===== src/rtl/serial_add_pkg.sv =====
`default_nettype none
// ============================================================================
// Module      : serial_add_pkg
// Description : Shared types for the bit-serial adder controller.
// Revision    : 1.0
// ============================================================================
package serial_add_pkg;

    typedef enum logic [1:0] {
        SA_IDLE = 2'd0,
        SA_RUN  = 2'd1,
        SA_DONE = 2'd2
    } sa_state_t;

endpackage
`default_nettype wire


===== src/rtl/full_adder.sv =====
`default_nettype none
// ============================================================================
// Module      : full_adder
// Description : 1-bit combinational full-adder cell (propagate/generate form).
// Revision    : 1.0
// ============================================================================
module full_adder (
    input  logic a,
    input  logic b,
    input  logic cin,
    output logic s,
    output logic cout
);

    logic w_p;
    logic w_g;

    assign w_p  = a ^ b;
    assign w_g  = a & b;
    assign s    = w_p ^ cin;
    assign cout = w_g | (w_p & cin);

endmodule
`default_nettype wire


===== src/rtl/serial_add_ctrl.sv =====
`default_nettype none
// ============================================================================
// Module      : serial_add_ctrl
// Description : Bit-serial WIDTH-bit adder, LSB first, one full-adder cell
//               reused over WIDTH cycles with valid/ready on both sides.
// Revision    : 1.0
// ============================================================================
module serial_add_ctrl
    import serial_add_pkg::*;
#(
    parameter int WIDTH = 8
) (
    input  logic             clk,
    input  logic             reset,
    input  logic             in_valid,
    output logic             in_ready,
    input  logic [WIDTH-1:0] a,
    input  logic [WIDTH-1:0] b,
    input  logic             cin,
    output logic             out_valid,
    input  logic             out_ready,
    output logic [WIDTH-1:0] sum,
    output logic             cout,
    output logic             ovf
);

    localparam int             CNT_W    = $clog2(WIDTH);
    localparam logic [CNT_W-1:0] CNT_LAST = CNT_W'(WIDTH - 1);

    sa_state_t        state_q, state_d;
    logic [WIDTH-1:0] sha_q, shb_q, res_q, sum_q;
    logic             carry_q, cout_q, ovf_q;
    logic [CNT_W-1:0] cnt_q;
    logic             w_fa_s, w_fa_c, w_last;

    full_adder u_fa (
        .a    (sha_q[0]),
        .b    (shb_q[0]),
        .cin  (carry_q),
        .s    (w_fa_s),
        .cout (w_fa_c)
    );

    assign w_last = (cnt_q == CNT_LAST);

    always_ff @(posedge clk) begin
        if (reset) state_q <= SA_IDLE;
        else       state_q <= state_d;
    end

    // Handshake outputs depend on state only, never on in_valid/out_ready.
    always_comb begin
        state_d   = state_q;
        in_ready  = 1'b0;
        out_valid = 1'b0;
        case (state_q)
            SA_IDLE: begin
                in_ready = 1'b1;
                if (in_valid) state_d = SA_RUN;
            end
            SA_RUN: begin
                if (w_last) state_d = SA_DONE;
            end
            SA_DONE: begin
                out_valid = 1'b1;
                if (out_ready) state_d = SA_IDLE;
            end
            default: state_d = SA_IDLE;
        endcase
    end

    always_ff @(posedge clk) begin
        if (reset) begin
            sha_q   <= '0;
            shb_q   <= '0;
            res_q   <= '0;
            sum_q   <= '0;
            carry_q <= 1'b0;
            cout_q  <= 1'b0;
            ovf_q   <= 1'b0;
            cnt_q   <= '0;
        end else begin
            case (state_q)
                SA_IDLE: begin
                    if (in_valid) begin
                        sha_q   <= a;
                        shb_q   <= b;
                        carry_q <= cin;
                        cnt_q   <= '0;
                    end
                end
                SA_RUN: begin
                    sha_q   <= sha_q >> 1;
                    shb_q   <= shb_q >> 1;
                    res_q   <= {w_fa_s, res_q[WIDTH-1:1]};
                    carry_q <= w_fa_c;
                    if (w_last) begin
                        // Old carry is the carry into the MSB; XOR with carry out gives signed overflow.
                        sum_q  <= {w_fa_s, res_q[WIDTH-1:1]};
                        cout_q <= w_fa_c;
                        ovf_q  <= carry_q ^ w_fa_c;
                    end else begin
                        cnt_q <= cnt_q + CNT_W'(1);
                    end
                end
                default: ;
            endcase
        end
    end

    assign sum  = sum_q;
    assign cout = cout_q;
    assign ovf  = ovf_q;

endmodule
`default_nettype wire


===== config.mk =====
export PLATFORM = sky130hd
export DESIGN_NAME = serial_add_ctrl
export DESIGN_NICKNAME = d
export VERILOG_FILES = /design/src/rtl/serial_add_pkg.sv /design/src/rtl/full_adder.sv /design/src/rtl/serial_add_ctrl.sv
export SDC_FILE = /design/constraint.sdc
export NUM_CORES = 1
export LEC_CHECK = 0
export ABC_AREA = 1
export CAP_MARGIN = 40
export CORE_MARGIN = 2
export CORE_UTILIZATION = 51
export DETAILED_ROUTE_END_ITERATION = 8
export HOLD_SLACK_MARGIN = 0.03
export PLACE_DENSITY = 0.88
export SLEW_MARGIN = 20
export SYNTH_ARGS = -nofsm -noshare
export SYNTH_HDL_FRONTEND = slang
export SYNTH_SLANG_ARGS = --single-unit
export TNS_END_PERCENT = 30

===== constraint.sdc =====
create_clock -name clk -period 1.4 [get_ports clk]
set_input_delay 0.21 -clock clk [delete_from_list [all_inputs] [get_ports clk]]
set_output_delay 0.21 -clock clk [all_outputs]
set_load 0.02 [all_outputs]

# Yosys cells after proc, flatten, opt, wreduce, memory -nomap -nowiden
# Index checks and enable logic that the tools add are counted.
[word_totals]
regBits = 40
latchBits = 0
mem_bits_rw = 0
romBits = 0
input_bits = 21
out_inout_bits = 12
wordCells = 44
n_memories = 0
[op_classes]
n_addsub = 1
mul = 0
div = 0
magnitude_cmp = 0
eq_ne = 7
shifts = 0
mux = 15
bitwise_logic = 6
n_reduce_logical = 6
[op_table]
columns = ["cell", "n"]
rows = [
  ["one-hot mux 8 bit (2 select lines)", 2],
  ["two-way mux 8 bit", 2],
  ["!= test 2 bit (second input constant)", 4],
  ["two-way mux 2 bit", 3],
  ["two-way mux 3 bit", 2],
  ["one-hot mux 2 bit (3 select lines)", 1],
  ["one-hot mux 3 bit (2 select lines)", 1],
  ["AND reduction 3 bit", 2],
  ["AND reduction 2 bit", 2],
  ["adder 3 x 1 -> 3 bit (second input constant)", 1],
  ["== test 3 bit (second input constant)", 1],
  ["two-way mux 1 bit", 3],
  ["XOR 1 bit", 3],
  ["bitwise AND 1 bit", 2],
  ["== test 2 x 1 -> 1 bit (second input constant)", 1],
  ["== test 2 bit (second input constant)", 1],
  ["zero test 2 bit", 1],
  ["one-hot mux 1 bit (2 select lines)", 1],
  ["nonzero test 2 bit", 1],
  ["OR 1 bit", 1],
]

# Logic depth before layout (Yosys ltp)
# Gate-level depths: netlist of the first run.
[depth]
ltp_word = 4
ltp_mapped = 8
ltp_nobuf = 7

# By module
# From an unflattened synthesis of the first run, not the netlist that was laid out.
[hier_totals]
hier_cells = 270
hier_area_um2 = 1851.8
[by_module_without_submodules]
columns = ["mod", "instances", "cells_per_inst", "area_per_inst_um2", "seq_area_each_um2"]
rows = [
  ["serial_add_ctrl", 1, 269, 1831.8, 780.7],
  ["full_adder", 1, 1, 20.0, 0.0],
]

# Worst setup path after synthesis of the first run
# OpenSTA, ideal clock, no wires.
[synth_timing]
path_kind = "register -> register"
from = "reg cnt_q[0]"
to = "reg ovf_q, in the netlist ovf"
setup_time_ns = 0.117
arrival_time_ns = 1.102
required_ns = 1.283
setup_slack_ns = 0.181
stages_incl_launch_ff = 7
n_path_buf = 0
period_less_slack_ns = 1.219
cell_sequence = "dfxtp_1 ha_1 ha_1 inv_1 nor2_8 o21ai_0 nor2_1"
[synth_via]
elab_chain_cells = 2
[synth_rtl]
columns = ["element", "line", "source"]
rows = [
  ["start: declaration", "serial_add_ctrl.sv:33", "logic [CNT_W-1:0] cnt_q;"],
  ["start signal: assignment", "serial_add_ctrl.sv:103", "cnt_q <= cnt_q + CNT_W'(1);"],
  ["== test 3 bit", "serial_add_ctrl.sv:44", "assign w_last = (cnt_q == CNT_LAST);"],
  ["AND reduction 2 bit (no source line)", "-", ""],
  ["end signal: assignment", "serial_add_ctrl.sv:101", "ovf_q <= carry_q ^ w_fa_c;"],
  ["end: declaration", "serial_add_ctrl.sv:32", "logic carry_q, cout_q, ovf_q;"],
]
# Every way passes these cells.
# A chain may end at the register's enable or synchronous reset.

# Final worst setup path of the first run
[layout_timing]
from = "reg state_q[0]"
to = "out in_ready"
[layout_via]
elab_chain_cells = 2
[layout_rtl]
columns = ["element", "line", "source"]
rows = [
  ["start: declaration", "serial_add_ctrl.sv:30", "sa_state_t state_q, state_d;"],
  ["start signal: assignment", "serial_add_ctrl.sv:48", "else state_q <= state_d;"],
  ["zero test 2 bit", "serial_add_ctrl.sv:56", "case (state_q)"],
  ["two-way mux 1 bit", "serial_add_ctrl.sv:56", ""],
  ["end: declaration", "serial_add_ctrl.sv:16", "output logic in_ready,"],
]
# Every way passes these cells.

==> results.md, run 1 <==
- Max Clk Rate: roughly 0.75 GHz
- CP max stage cell: dfxtp_2
- Synthesized area: between 1500 and 2000 um^2
- Clock network fraction of total power: 0.335
- Die Y: 63.5 um
- Most used DFF post-synth: dfxtp_1
- First-pass GRT wire length: 5810 um
- Core box area: 3360 um^2
- Max_cap viols: 0
- Biggest area consumer among synthesized cells: dfxtp_1
- CTS Buffer Depth: 2
- Syn avg cell area: about 7 um^2
- Placement-stage worst setup slack: about 5.2 ps
- Crit path time final: around 1300 ps
- Initial DRC count: 55
- Top post-synthesis cells by area: dfxtp_1 (43%), nor2_1 (14%), nand2_1 (13%), o21ai_2 (6.8%), o21ai_0 (4.7%)
- Largest net degree at the start of global routing: 33
- Crit path max fanout: 5
- GRT Total Usage: 0.185
- Pwr dens: 1050 nW/um^2
- Share of cells above drive strength 1: 0.145
- Crit path cell chain: nor2_2, clkdlybuf4s15_2
- Avg WL per Cell: just under 10 um
- Sw Share: 0.254
- Half-perimeter wire length after placement: 2250 um
- Via-to-Cell Ratio: 4.54
- Clk_lat worst skew: 350 ps
- Crit path DAT: 1130 ps
- Switch Pwr: ~0.60 mW
- CTS tree: done
- Final setup TNS: 0 ps
- Final hold vios: 0
- Crit Path Category: reg2out
- Io pins: 33
- Worst EP required: 1190 ps
- Initial Utilization: 0.537
- Asr flop ratio synth: 0
- Final WS setup: between 60 and 70 ps
- Period utilization: 0.954
- Root buf cell: clkbuf_4
- Die Area: about 4000 um^2
- CTS H-tree lvls: 2
- Yosys cell types: 17
- Row cnt: 21
- Status: finished, final reports clean
- Reg area: 785 um^2
- Combinational power share: 0.156
- Worst slew pin tran: 210 ps
- Top post-synthesis cells by count: nor2_1 (67), nand2_1 (64), dfxtp_1 (39)
- Reg power frac: 0.509
- Layout area overhead: 25.1%
- GP Congestion: approximately 0.82
- Rel. slew slack: 0.861
- Total CTS buffers: 5
- VDD IR max: 0.581 mV
- Max stage delay on crit path: around 370 ps
- DRT Pass-1 Iters: 4
- Post-synth EDFFs: 0
- Cts-stage hold buffer count: 0
- Max-slew violations: 0
- WL final: 3280 um
- Ant diodes: 0
- Die width: 63.5 um
- Syn_nets: 277
- Initial antenna violation count: 0
- PortBufs: 32
- Clk sinks: 39
- CP Launch Type: flop
- CP Capture Type: output port
- Antenna-violating nets left: 0
- NumNets Final: 313
- HP Class: in2reg
- Clock slew at reported path FFs: 110 ps
- Final setup fails: 0
- Via count: 1525
- Grt total ovfl: 0
- Synth Instances: 253
- Sequential fraction of the synthesis area: 0.432
- Number of global-route vias before repair: 1413
- Int Power: about 1.8 mW
- Pleak: 1.10 nW
- FF+latch count, synth: 39
- # fillers: 306
- DR DRC count: 0
- Ys Warns: 0
- Most frequent cell after synthesis: nor2_1
- Clock Skews: about 8.6 ps
- Top-area cell type share of the netlist area: 0.432
- Area of the multi-input gates: 831 um^2
cell type report:
| cell class | instances | share of cell area |
|---|---|---|
| Tap cell | 46 | 0.0255 |
| Clock inverter | 2 | 0.0155 |
| Clock buffer | 6 | 0.0227 |
| Timing Repair Buffer | 41 | 0.181 |
| Sequential cell | 39 | 0.347 |
| Multi-Input combinational cell | 178 | 0.368 |
| Inverter | 24 | 0.0399 |
stage by stage:
| step | instances | hold WS (ps) | util | cell area [um^2] | power (mW) |
|---|---|---|---|---|---|
| 3_5_place_dp | 328 | 470 | 0.648 | 2180 | 1.60 |
| 6_report | 336 | 422 | 0.672 | 2260 | 2.37 |
| 4_1_cts | 336 | 412 | 0.670 | 2250 | 2.38 |
| 5_1_grt | 336 | 426 | 0.672 | 2260 | 2.50 |
| 3_3_place_gp | 328 | 452 | 0.648 | 2180 | 1.59 |
| 2_1_floorplan | 253 | 353 | - | 1810 | 1.49 |
power by group through the flow:
stage          registers [mW]  logic [mW]  clock network [mW]
3_5_place_dp             1.23       0.369                   0
3_3_place_gp             1.23       0.360                   0
5_1_grt                  1.21       0.423               0.861
4_1_cts                  1.20       0.372               0.807
6_report                 1.21       0.369               0.795
2_1_floorplan            1.22       0.267                   0
registers in the layout, summed over array words and instances, names as in the netlist:
register,flops
carry_q,1
shb_q,8
sha_q,8
cout,1
res_q,7
ovf,1
state_q,2
sum,8
cnt_q,3
layout by cell type (no fill, tap or decap), drive strengths merged:
| cell | Yosys | layout |
|---|---|---|
| nand3 | 3 | 3 |
| clkbuf | 3 | 6 |
| nand2 | 65 | 65 |
| clkdlybuf4s50 | 0 | 20 |
| clkdlybuf4s15 | 0 | 1 |
| a21oi | 8 | 8 |
| dfxtp | 39 | 39 |
| clkinv | 0 | 1 |
| o21ai | 31 | 31 |
| inv | 24 | 24 |
| dlygate4sd2 | 0 | 10 |
| bufinv | 0 | 1 |
| fa | 1 | 1 |
| buf | 9 | 10 |
| ha | 2 | 2 |
| nor2 | 68 | 68 |
per-layer routing:
metal,vias to the layer above,global-route usage,part of all wire
li1,844,-,-
met1,643,0.220,0.46
met2,28,0.296,0.47
met3,10,0.0607,0.042
met4,0,0.0924,0.026
met5,-,0,0
path summary, 6_finish.rpt:
path	from	end	slack (ps)	cells after the start
max reg2reg	cnt_q[0]	sum[1]	100	6
min	b[7]	shb_q[7]	420	3
max	state_q[0]	in_ready	60	2
min reg2reg	cout	cout	490	2
timing repair:
item | in CTS | in global routing
setup endpoints to repair | 12 | 14
cloned | 0 | 0
hold endpoints to repair | 0 | 0
resized for setup | 19 | 3
setup buffers | 0 | 0
pin swaps | 0 | 0
worst max-delay path: cells and delay by family, from the launching register on:
kind          cells  cell delay [ps]
buf+inv           1              280
flops             1              370
simple gates      1              130
kinds of logic after synthesis:
kind of cell	after synthesis	synth area share
buffers and inverters	36	0.110
AOI/OAI and AO/OA	39	0.137
and+or+nand+nor	136	0.295
adders and majority gates	3	0.0249
DFF	39	0.432
No activity file was read; power rests on OpenSTA's default activity.
==> run 2, diff against run 1 <==
Settings changed: CELL_PAD_IN_SITES_DETAIL_PLACEMENT from default to 0, CELL_PAD_IN_SITES_GLOBAL_PLACEMENT from default to 1, CORE_MARGIN 2 to default, CORE_UTILIZATION 51 to 37, PLACE_DENSITY 0.88 to 0.89.
==> run 2 against run 1 <==
Against the previous run: the run now ends with design-rule violations left; sequential power is essentially flat; combinational power shrank 1%; global-route usage shrank 4.2 points; total power grew 0.44%; register-to-register slack gained 20 ps; critical path depth is the same; cell count grew 6.3%; via count grew 0.59%; largest power group unchanged; highest routed layer unchanged.
==> results.md, run 2 (synthesis gave the netlist of run 1 again) <==
- PortBufs: 32 (unchanged)
- Reg power frac: 0.506 (-0.003)
- Io pins: 33 (unchanged)
- Grt peak-use layer: met2
- Crit path max fanout: 6 (+1)
- Antenna-violating nets left: 0 (unchanged)
- Largest net degree at the start of global routing: 38 (+15%)
- Hold Path Sink: sha_q[7]
- Initial antenna violation count: 0 (unchanged)
- Post-CTS Setup Inserts: 0 (unchanged)
- Via-to-Cell Ratio: 4.30 (-5.3%)
- Reg-to-reg endpoint: cnt_q[0]
- Initial DRC count: 94 (+71%)
- Crit path time final: 1340 ps (+4.27 ps)
- Pwr dens: 1040 nW/um^2 (-0.99%)
- Max-slew violations: 0 (unchanged)
- Clock slew at reported path FFs: 80 ps (-30 ps)
- Hold slack: 469 ps (+46.3 ps)
- Worst slew pin tran: 240 ps (+29.8 ps)
- Pleak: 1.10 nW (-0.32%)
- Ant diodes: 0 (unchanged)
- DRT Pass-1 Iters: 5 (+1)
- Status: complete, but fails checks
- Crit path DAT: 1130 ps (about the same)
- Clock Skews: 11.4 ps (+2.82 ps)
- Die width: 71.9 um (+13%)
- GRT Total Usage: 0.143 (-0.0416)
- GP Congestion: 0.773 (-5.3%)
- Hold path startpoint: sha_q[7]
- Root buf cell: clkbuf_8
- RSZ-0062 raised after global routing: yes
- Core box area: 4720 um^2 (+40%)
- Initial Utilization: 0.382 (-0.155)
- Core Util, Final: 0.485 (-0.186)
- Total CTS buffers: 5 (unchanged)
- Hold path cells: 2 (-1)
- Final hold vios: 0 (unchanged)
- Combinational power share: 0.153 (-0.003)
- Cells after DPL: 349 (+6.4%)
- Half-perimeter wire length after placement: 2250 um (-0.11%)
- DR DRC count: 2 (+2)
- Worst R2R Setup Slack: 120 ps (+20 ps)
- Reg area: 781 um^2 (-0.48%)
- M2 GR Usage: 0.243 (-0.0529)
- CTS H-tree lvls: 2 (unchanged)
- # fillers: 497 (+62%)
- Die Y: 71.9 um (+13%)
- GR met3 Demand/Resource: 0.0295 (-0.0312)
- Grt total ovfl: 0 (unchanged)
- Crit Path Category: reg2out
- Row cnt: 25 (+19%)
- Clk_lat worst skew: 290 ps (-60 ps)
- Violated checks: design-rule violations
- Sw Share: 0.267 (+0.0136)
- Layout area overhead: 26.9%
- Period utilization: 0.957 (+0.00305)
- Commonest non-fill, non-tap cells in the layout: nor2_1 (67), nand2_1 (64), dfxtp_1 (39)
- CP Launch Type: flop
- Number of global-route vias before repair: 1395 (-1.3%)
- First-pass GRT wire length: 5800 um (-0.22%)
- HP Class: reg2reg
- Max_cap viols: 0 (unchanged)
- VDD IR max: 0.408 mV (-30%)
- Worst EP required: 1190 ps (about the same)
- Cts-stage hold buffer count: 0 (unchanged)
- Share of cells above drive strength 1: 0.131 (-0.0138)
- Fin cells: 357 (+6.3%)
- Grt met1 use: 0.174 (-0.0467)
- WL final: 3370 um (+2.8%)
- Most common cell after layout, fill and taps aside: nor2_1
- Clk sinks: 39 (unchanged)
- Area of the multi-input gates: 828 um^2 (-0.30%)
- Rel. slew slack: 0.840 (-0.0207)
- R2R Path Start: state_q[1]
- Int Power: 1.74 mW (-1.4%)
- Max Clk Rate: 0.747 GHz (-0.32%)
- Number of cells on the worst reg-to-reg path: 7 (+1)
- Avg WL per Cell: 9.43 um (-3.2%)
- CTS Buffer Depth: 2 (unchanged)
- Clock network fraction of total power: 0.341 (+0.006)
- Final setup fails: 0 (unchanged)
- CP Capture Type: output port
- Switch Pwr: 0.636 mW (+5.8%)
- Via count: 1534 (+0.59%)
- NumNets Final: 313 (unchanged)
- Final setup TNS: 0 ps (unchanged)
- CTS tree: done
- Die Area: 5160 um^2 (+28%)
==> run 2: layout make-up <==
cell class / instances / share of cell area
Clock buffer: 6 / 0.0360
Clock inverter: 2 / 0.00710
Inverter: 24 / 0.0393
Multi-Input combinational cell: 178 / 0.362
Sequential cell: 39 / 0.341
Tap cell: 67 / 0.0366
Timing Repair Buffer: 41 / 0.179
==> run 2: worst max path at each step <==
stage	slack, ps	startpoint	end	cells after the start
after floorplan	180	cnt_q[0]	ovf	6
after global placement	30	state_q[0]	in_ready	2
after detailed placement	30	state_q[0]	in_ready	2
after CTS	8	state_q[0]	out_valid	2
after global routing	-10	state_q[1]	cnt_q[0]	7
final	60	state_q[0]	in_ready	2
==> run 2: critical path: stages, from the launching register on <==
cell and delay, ps:
dfxtp_1 380, nor2_1 170, clkdlybuf4s15_2 280
==> run 2: what timing repair did <==
item                                    CTS  global route
resized for setup                        15             2
endpoints found under the setup margin   12             6
pin swaps                                 0             1
==> run 2: stage by stage <==
| step | setup slack [ps] | instance area, um^2 | power (mW) |
|---|---|---|---|
| after global placement | 28.2 | 2210 | 1.59 |
| after CTS | 7.83 | 2290 | 2.41 |
| final | 60.6 | 2290 | 2.38 |
| after detailed placement | 27.0 | 2210 | 1.60 |
| after floorplan | 181 | 1810 | 1.49 |
| after global routing | -14.1 | 2290 | 2.51 |
==> run 2: power groups by stage <==
stage                     clock [mW]  sequential [mW]  combinational (mW)
after floorplan                    0             1.22               0.267
after global placement             0             1.23               0.364
after detailed placement           0             1.23               0.368
after CTS                      0.840             1.20               0.369
after global routing           0.883             1.21               0.417
final                          0.811             1.20               0.364
==> run 2: metal layers <==
metal | wire (um) | vias up
met4 | 27 | 0
li1 | - | 844
met3 | 63 | 3
met2 | 1560 | 18
met5 | 0 | -
met1 | 1720 | 669
==> run 3, diff against run 2 <==
--- a/config.mk
+++ b/config.mk
@@ -8,3 +8,3 @@
 export ABC_AREA = 1
-export CAP_MARGIN = 40
+export CAP_MARGIN = 20
 export CELL_PAD_IN_SITES_DETAIL_PLACEMENT = 0
==> constraint.sdc (replaced) <==
create_clock -name clk -period 1.4 [get_ports clk]
set_input_delay 0.28 -clock clk [delete_from_list [all_inputs] [get_ports clk]]
set_output_delay 0.28 -clock clk [all_outputs]
set_load 0.02 [all_outputs]
==> run 3 against run 2 <==
Against the previous run: the run still ends with design-rule violations left; hold slack worse by 2.9 ps; clock-buffer cell count rose by 2; wire length grew 1.0%; clock power rose by 2.8%; cell count increased by 1.1%; global-route usage increased by 0.77 points; sequential share of layout area decreased by 0.20 points.
==> results.md, run 3 (synthesis gave the netlist of run 1 again) <==
- Hold Path Sink: shb_q[7]
- M2 GR Usage: 0.256 (+0.0126)
- Max-slew violations: 0 (unchanged)
- Hold path startpoint: shb_q[7]
- DRT Pass-1 Iters: 7 (+2)
- Final setup TNS: 0 ps (unchanged)
- Io pins: 33 (unchanged)
- Die width: 71.9 um (unchanged)
- Clock Skews: 2.98 ps (-8.45 ps)
- Cts-stage hold buffer count: 0 (unchanged)
- Violated checks: design-rule violations
- Crit Path Category: reg2out
- Ant diodes: 0 (unchanged)
- Final setup fails: 0 (unchanged)
- Core box area: 4720 um^2 (unchanged)
- Largest delay share family, worst path: flip-flops
- Post-CTS Setup Inserts: 0 (unchanged)
- Combinational power share: 0.154 (about the same)
- NumNets Final: 317 (+1.3%)
- HP Class: reg2reg
- CP Launch Type: flop
- Largest net degree at the start of global routing: 33 (-13%)
- Reg-to-reg endpoint: ovf
- Die Y: 71.9 um (unchanged)
- Initial Utilization: 0.382 (unchanged)
- PortBufs: 32 (unchanged)
- Total CTS buffers: 5 (unchanged)
- Avg WL per Cell: 9.42 um (-0.11%)
- Root buf cell: clkbuf_8
- Status: complete, but fails checks
- Initial DRC count: 100 (+6.4%)
- Row cnt: 25 (unchanged)
- Grt peak-use layer: met2
- CP Buf/Inv Count: 2 (+1)
- GR met3 Demand/Resource: 0.0338 (+0.00422)
- Cells after DPL: 353 (+1.1%)
- Clock network fraction of total power: 0.346 (+0.005)
- Number of cells on the worst reg-to-reg path: 5 (-2)
- Hold path cells: 2 (unchanged)
- R2R Path Start: carry_q
- Fin cells: 361 (+1.1%)
- WL final: 3400 um (+1.0%)
- Number of global-route vias before repair: 1472 (+5.5%)
- Most common cell after layout, fill and taps aside: nor2_1
- Crit path time final: 1270 ps (-72.0 ps)
- Grt met1 use: 0.178 (+0.00421)
- Commonest non-fill, non-tap cells in the layout: nor2_1 (67), nand2_1 (64), dfxtp_1 (39)
- Max Clk Rate: 0.789 GHz (+5.7%)
- Reg power frac: 0.499 (-0.007)
- Die Area: 5160 um^2 (unchanged)
- CTS H-tree lvls: 2 (unchanged)
- Max stage delay on crit path: 360 ps (-20 ps)
- Worst EP required: 1120 ps (-70 ps)
- Via count: 1575 (+2.7%)
- Half-perimeter wire length after placement: 2360 um (+5.1%)
- CP Capture Type: output port
- Crit path DAT: 990 ps (-140 ps)
- Layout area overhead: 27.7%
- Clock slew at reported path FFs: 70 ps (about the same)
- Initial antenna violation count: 0 (unchanged)
- Pleak: 1.12 nW (+2.0%)
- Grt total ovfl: 0 (unchanged)
- Sw Share: 0.254 (-0.0129)
- GRT Total Usage: 0.151 (+0.00767)
- Worst R2R Setup Slack: 150 ps (+30 ps)
- RSZ-0062 raised after global routing: no
- CTS tree: done
- VDD IR max: 0.335 mV (-18%)
- First-pass GRT wire length: 6040 um (+4.2%)
- Period utilization: 0.905 (-0.0515)
- Worst slew pin tran: 194 ps (-45.6 ps)
- Crit path max fanout: 3 (-3)
- Via-to-Cell Ratio: 4.36 (+1.5%)
- Switch Pwr: 0.612 mW (-3.7%)
- CTS Buffer Depth: 2 (unchanged)
- Clk_lat worst skew: 290 ps (about the same)
- Crit path cell chain: inv_2, nor2_1, buf_2
- Clk sinks: 39 (unchanged)
- # fillers: 505 (+1.6%)
- Pwr dens: 1040 nW/um^2 (+0.58%)
- Post-route cell area: 2300 um^2 (+0.60%)
- DR DRC count: 2 (unchanged)
- Int Power: 1.79 mW (+3.0%)
- Max_cap viols: 0 (unchanged)
- Rel. slew slack: 0.869 (+0.0293)
- GP Congestion: 0.694 (-10%)
- CP max stage cell: dfxtp_1
- Antenna-violating nets left: 0 (unchanged)
- Share of cells above drive strength 1: 0.139 (+0.00842)
- Final hold vios: 0 (unchanged)
- Placed Instance Area: 2220 um^2 (+0.79%)
run 3: changes by cell type in the layout (fill, tap and decap cells not counted), sizes merged:
cell / change
clkdlybuf4s15: -1
clkinv: -1
buf: +5
clkbuf: +2
clkinvlp: -1
run 3: area by class of cell:
type,count,area (um^2),area share
well taps,67,83.8,0.0364
multi-input cells,178,826,0.358
repair buffers,45,424,0.184
clock buffers,8,100,0.0434
inverters,24,90.1,0.0391
flip-flops and latches,39,781,0.339
run 3: stage by stage:
| stage | worst slack (ps) | utilization | power [mW] | hold WS [ps] |
|---|---|---|---|---|
| global route | 14.6 | 0.488 | 2.54 | 487 |
| detailed placement | -7.75 | 0.471 | 1.60 | 456 |
| finish | 133 | 0.488 | 2.41 | 466 |
| CTS | 14.1 | 0.490 | 2.43 | 467 |
| global placement | 11.1 | 0.471 | 1.60 | 454 |
| floorplan | 181 | - | 1.49 | 423 |
run 3: what timing repair did:
item                       in CTS  in global routing
gates resized for setup        15                  4
setup endpoints to repair      12                  9
pin swaps                       0                  0
run 3: worst min-delay path, cell delays in order, from the launching register on:
cell and delay [ps]:
dfxtp_1 310, nand2_1 60, a21oi_1 50
run 3: routing by layer:
layer  routed length [um]  part of all wire
met1                 1620              0.48
met2                 1580              0.46
met3                  123             0.036
met4                   80             0.024
met5                    0                 0
run 3: how the worst max path moves through the flow:
stage | startpoint | end | cells after the start | slack, ps
after detailed placement | state_q[1] | out_valid | 3 | -8
after CTS | state_q[1] | out_valid | 3 | 10
final | state_q[1] | out_valid | 3 | 130
after global routing | cnt_q[0] | sum[0] | 6 | 10
after floorplan | cnt_q[0] | ovf | 6 | 180
after global placement | in_valid | sha_q[4] | 6 | 10
run 3: power groups by stage:
stage / combinational (mW) / clock (mW) / sequential (mW)
final: 0.372 / 0.834 / 1.20
after global routing: 0.425 / 0.901 / 1.21
after CTS: 0.375 / 0.853 / 1.20
after detailed placement: 0.374 / 0 / 1.23
after global placement: 0.371 / 0 / 1.23
after floorplan: 0.267 / 0 / 1.22
